### config.mk
export PLATFORM = sky130hd
export DESIGN_NAME = uart_rx_flat
export DESIGN_NICKNAME = d
export VERILOG_FILES = /design/src/rtl/uart_rx_if.sv /design/src/rtl/uart_rx.sv /design/src/flat_wrapper.sv
export SDC_FILE = /design/constraint.sdc
export NUM_CORES = 1
export LEC_CHECK = 0
export ABC_CLOCK_PERIOD_IN_PS = 2800
export CAP_MARGIN = 10
export CORE_ASPECT_RATIO = 1.75
export CORE_MARGIN = 2
export CORE_UTILIZATION = 30
export DETAILED_ROUTE_END_ITERATION = 8
export SLEW_MARGIN = 20
export SYNTH_ARGS = -nofsm -noshare
export SYNTH_HDL_FRONTEND = slang
export SYNTH_SLANG_ARGS = --single-unit
### constraint.sdc
create_clock -name clk -period 2.8 [get_ports clk]
set_input_delay 0.56 -clock clk [delete_from_list [all_inputs] [get_ports clk]]
set_output_delay 0.56 -clock clk [all_outputs]
set_load 0.02 [all_outputs]
### src/rtl/uart_rx_if.sv
// Receive-side byte handshake for uart_rx: one-deep valid/ready holding register
// plus the framing-error and overrun pulses.
interface uart_rx_if #(
    parameter int DATA_BITS = 8
);
    logic [DATA_BITS-1:0] data_out;
    logic                 data_valid;
    logic                 data_ready;
    logic                 frame_err;
    logic                 overrun;

    modport master (
        output data_out, data_valid, frame_err, overrun,
        input  data_ready
    );

    modport slave (
        input  data_out, data_valid, frame_err, overrun,
        output data_ready
    );
endinterface

### src/rtl/uart_rx.sv
// Oversampling UART receiver: start-bit validation at mid-bit, mid-bit data/stop
// sampling, and a one-deep holding register with framing-error and overrun pulses.
module uart_rx #(
    parameter int DATA_BITS  = 8,
    parameter int OVERSAMPLE = 16
) (
    input  logic      clk,
    input  logic      reset,
    input  logic      tick,
    input  logic      rx,
    uart_rx_if.master bus
);
    localparam int SW = $clog2(OVERSAMPLE);
    localparam int NW = $clog2(DATA_BITS + 1);
    localparam logic [SW-1:0] S_MID  = SW'(OVERSAMPLE / 2 - 1);
    localparam logic [SW-1:0] S_END  = SW'(OVERSAMPLE - 1);
    localparam logic [NW-1:0] N_LAST = NW'(DATA_BITS - 1);

    typedef enum logic [1:0] {IDLE, START, DATA, STOP} state_t;

    state_t               state;
    logic                 armed;
    logic [SW-1:0]        s_cnt;
    logic [NW-1:0]        n_cnt;
    logic [DATA_BITS-1:0] shreg;
    logic                 rx_m;
    logic                 rx_s;

    // NOTE: both synchronizer flops reset to the idle level so leaving reset never looks like a start bit.
    always_ff @(posedge clk) begin
        if (reset) begin
            rx_m <= 1'b1;
            rx_s <= 1'b1;
        end else begin
            rx_m <= rx;
            rx_s <= rx_m;
        end
    end

    logic stop_sample;
    logic deliver;
    logic consume;

    assign stop_sample = tick && (state == STOP) && (s_cnt == S_END);
    assign deliver     = stop_sample && rx_s;
    assign consume     = bus.data_valid && bus.data_ready;

    always_ff @(posedge clk) begin
        if (reset) begin
            state          <= IDLE;
            armed          <= 1'b0;
            s_cnt          <= '0;
            n_cnt          <= '0;
            shreg          <= '0;
            bus.data_out   <= '0;
            bus.data_valid <= 1'b0;
            bus.frame_err  <= 1'b0;
            bus.overrun    <= 1'b0;
        end else begin
            bus.frame_err <= stop_sample && !rx_s;
            bus.overrun   <= 1'b0;

            // A consume in the delivery cycle frees the slot for the new byte.
            if (deliver) begin
                if (!bus.data_valid || bus.data_ready) begin
                    bus.data_out   <= shreg;
                    bus.data_valid <= 1'b1;
                end else begin
                    bus.overrun <= 1'b1;
                end
            end else if (consume) begin
                bus.data_valid <= 1'b0;
            end

            if (tick) begin
                case (state)
                    IDLE: begin
                        if (rx_s) begin
                            armed <= 1'b1;
                        end else if (armed) begin
                            state <= START;
                            s_cnt <= '0;
                            armed <= 1'b0;
                        end
                    end
                    START: begin
                        if (s_cnt == S_MID) begin
                            if (!rx_s) begin
                                state <= DATA;
                                s_cnt <= '0;
                                n_cnt <= '0;
                            end else begin
                                state <= IDLE;
                                armed <= 1'b1;
                            end
                        end else begin
                            s_cnt <= s_cnt + 1'b1;
                        end
                    end
                    DATA: begin
                        if (s_cnt == S_END) begin
                            shreg <= {rx_s, shreg[DATA_BITS-1:1]};
                            s_cnt <= '0;
                            n_cnt <= n_cnt + 1'b1;
                            if (n_cnt == N_LAST) state <= STOP;
                        end else begin
                            s_cnt <= s_cnt + 1'b1;
                        end
                    end
                    STOP: begin
                        // Returning unarmed means a held-low break cannot restart a frame.
                        if (s_cnt == S_END) begin
                            state <= IDLE;
                        end else begin
                            s_cnt <= s_cnt + 1'b1;
                        end
                    end
                    default: state <= IDLE;
                endcase
            end
        end
    end
endmodule

### src/flat_wrapper.sv
// flat-port wrapper written by rule: the top's interface ports become plain ports
module uart_rx_flat 
#(
    parameter int DATA_BITS  = 8,
    parameter int OVERSAMPLE = 16
)
  (clk, reset, tick, rx, bus_data_out, bus_data_valid, bus_frame_err, bus_overrun, bus_data_ready);
  uart_rx_if #(.DATA_BITS(DATA_BITS)) bus_i ();
  input  logic clk;
  input  logic reset;
  input  logic tick;
  input  logic rx;
  output wire logic [$bits(bus_i.data_out)-1:0] bus_data_out;
  output wire logic [$bits(bus_i.data_valid)-1:0] bus_data_valid;
  output wire logic [$bits(bus_i.frame_err)-1:0] bus_frame_err;
  output wire logic [$bits(bus_i.overrun)-1:0] bus_overrun;
  input wire logic [$bits(bus_i.data_ready)-1:0] bus_data_ready;
  assign bus_data_out = bus_i.data_out;
  assign bus_data_valid = bus_i.data_valid;
  assign bus_frame_err = bus_i.frame_err;
  assign bus_overrun = bus_i.overrun;
  assign bus_i.data_ready = bus_data_ready;
  uart_rx #(.DATA_BITS(DATA_BITS), .OVERSAMPLE(OVERSAMPLE)) u_core (.clk(clk), .reset(reset), .tick(tick), .rx(rx), .bus(bus_i));
endmodule
==> impl_results.md <==
- Metal-1 WL: 1220 um
- Post-CTS Setup Repair Bufs: 0
- CTS tree: yes
- Remaining DRCs: 0
- Hold-fix buffers at CTS: 0
- Synth top area share: 44.0%
- Row count: 33
- Critical path class: in -> reg
- Post-layout instance area: 1700 sq um
- Global Route Usage Sum: 11.8%
- DR vias: 1,141
- Routed wire per std cell: 13.3 um
- Largest family of logic cells by synthesized area: simple AND/OR/NAND/NOR gates
- Total CTS buffers: 5
- Synth area leaders: dfxtp_1 44%, mux2i_1 12%, nor2_1 6.7%
- Most frequent cells in the layout: 32 x dfxtp_1, 26 x nor2_1, 18 x mux2i_1, 15 x clkdlybuf4s50_1, 6 x clkbuf_8
- Port Buffer Count: 15
- Initial antenna violation count: 0
- Unique masters post-synth: 46
- Die area: 5450 sq um
- Ys Warns: 0
- Pins Over Slew Limit: 0
- Post-Synth Simple-Gate Area: 23.4%
- Internal: 0.668 mW
- Detailed Place HPWL: 2030 um
- Async SR Flop Fraction: 0%
- Slowest Stage Delay on Critical Path: 610 ps
- Worst rel slew slack: 57.3%
- Final wirelength: 2860 um
- Register bit total from synthesis: 32
- Starting Density: 31.2%
- Family with the most delay on the worst path: simple AND/OR/NAND/NOR gates
- Diode count: 0
- CTS Sinks: 32
- Clock Latency Late Sink: 290 ps
- Logic pwr share: 2.7%
- DIE WIDTH: 56.7 um
- Crit path DAT: 2310 ps
- Core Box Area: 4670 sq um
- Most common cell after layout, fill and taps aside: dfxtp_1
- Commonest register cell after synthesis: dfxtp_1
- Clock root cell: clkbuf_8
- Worst Tran Pin Value: 638 ps
- FMAX: 474 MHz
- Crit path launch type: input port
- CP Cell Sequence: clkdlybuf4s50_1 -> and3_1 -> and2_1 -> a41oi_1 -> nor3_1
- Mapped Cells: 150
- Final worst slack: 692 ps
- Clock tree buffer depth: 2
- Nature of the critical path endpoint: flip-flop
- Proportion of synthesized area in mux cells: 12.4%
- DR WL met2: 1460 um
- Clk_skew: 5.06 ps
- Metal3 WL: 92 um
- EDFF count, synth: 0
- PwrDens: 502 nW/um^2
- Post-synthesis sequential area ratio: 44.0%
- First-pass GRT wire length: 4880 um
- Post-Syn Area per Cell: 9.71 sq um
- Xor/xnor cell area share of the yosys netlist: 0%
- Worst-path clk slew: 70 ps
- Largest net degree at the start of global routing: 20
- Worst-path fanout max: 11
- Total of max-cap violations: 0
- Hold Vio Cnt, Final: 0
- Fraction of the mapped netlist area in adder cells: 1.72%
- Final period util: 75.3%
- Compound-Gate Fraction of Synth Area: 12.7%
- Synth area leader: dfxtp_1
- Crit-path slowest cell: clkdlybuf4s50_1
- Grt total ovfl: 0
- Syn-to-layout area delta: 16.7%
- Syn nets: 157
- Switching Share: 21.7%
- GP Congestion: 0.874
- Sw Pwr: 0.185 mW
- Tmin final: 2110 ps
- RSZ-0062 raised after global routing: no
- # nets final: 169
- Setup TNS Final: 0 ps
- Clock power share: 43.3%
- Top sig layer: met4
- Routed Antenna Nets: 0
- Iteration-0 DRC count of the detailed router: 49
- First-pass DRT Iterations: 4
- Pre-CTS setup slack: 429 ps
- CP bufs+invs: 1
- Outcome: complete, no violations
- Top Ports: 16
- H-tree depth: 2
- Final Setup Violations: 0
- DR vias/cell: 5.31
- Number of global-route vias before repair: 1,092
- Hold crit path type: reg -> reg
- DP Area: 1610 sq um
- Mapped cell area: 1460 sq um
- Static Leakage: 0.615 nW
- Die height: 96.2 um
- Seq pwr share: 54.0%
- Worst endpoint required time: 3000 ps
- Resized cells post-CTS: 0
- Layout cells sized above 1: 10.4%
- Max IR drop VDD: 0.387 mV
[metal layers]
metal,vias to the layer above,track usage [%]
li1,563,-
met5,-,0
met4,0,9.13
met3,6,3.63
met2,14,18.9
met1,558,12.9
[registers in the layout, summed over array words and instances (netlist names), 4 cells and up, named ones only]
name / count
u_core.n_cnt: 4
u_core.bus.data_out: 8
u_core.shreg: 8
u_core.s_cnt: 4
[kinds of logic after synthesis]
| family | count (synthesis) |
|---|---|
| multiplexers | 18 |
| buffers and inverters | 14 |
| AND/OR/NAND/NOR | 60 |
| flip-flops | 32 |
| AO/OA/AOI/OAI | 24 |
| adder cells (fa/ha/maj) | 2 |
[path summary, 6_finish.rpt]
path,from,to,slack (ps),cells after the start
setup reg to reg,u_core.s_cnt[0]$_SDFFE_PP0P_,u_core.n_cnt[3]$_SDFFE_PP0P_,910,5
hold / removal,u_core.rx_m$_SDFF_PP1_,u_core.rx_s$_SDFF_PP1_,420,1
hold reg to reg,u_core.rx_m$_SDFF_PP1_,u_core.rx_s$_SDFF_PP1_,420,1
setup / recovery,tick,u_core.n_cnt[3]$_SDFFE_PP0P_,690,5
[cells in the mapped netlist, types with 2 or more instances]
| cell | count |
|---|---|
| nor3_1 | 4 |
| a311oi_1 | 2 |
| nand3_1 | 3 |
| buf_6 | 3 |
| a211oi_2 | 2 |
| nand4_1 | 3 |
| clkbuf_1 | 4 |
| buf_4 | 2 |
| ha_1 | 2 |
| nor4b_1 | 2 |
| dfxtp_1 | 32 |
| nand2b_1 | 2 |
| or2_2 | 3 |
| a41oi_1 | 2 |
| nor3b_1 | 2 |
| mux2i_1 | 18 |
| nand4b_1 | 2 |
| nor2_1 | 26 |
| inv_1 | 3 |
| a21oi_1 | 4 |
| and2_1 | 2 |
| o21ai_0 | 3 |
[through the flow]
stage | utilization, % | cells | power, mW | hold slack, ps
global route | 36.4 | 215 | 0.888 | 440
finish | 36.4 | 215 | 0.853 | 416
floorplan | - | 150 | 0.485 | 389
global placement | 34.4 | 207 | 0.494 | 397
CTS | 36.4 | 215 | 0.864 | 421
detailed placement | 34.4 | 207 | 0.494 | 401
[layout make-up]
type	instances	area, sq um
Clock inverter	1	7.51
Fill cell	489	2970
Inverter	3	11.3
Multi-Input combinational cell	104	731
Timing Repair Buffer	16	158
Clock buffer	7	86.3
Tap cell	52	65.1
Sequential cell	32	641
[power groups by stage]
| stage | Sequential (mW) | Combinational [mW] | Clock [mW] |
|---|---|---|---|
| 6_report | 0.461 | 0.0231 | 0.369 |
| 5_1_grt | 0.461 | 0.0252 | 0.401 |
| 4_1_cts | 0.461 | 0.0230 | 0.380 |
| 3_5_place_dp | 0.471 | 0.0231 | 0 |
| 3_3_place_gp | 0.471 | 0.0226 | 0 |
| 2_1_floorplan | 0.469 | 0.0164 | 0 |
(Power assumes the default switching activity.)
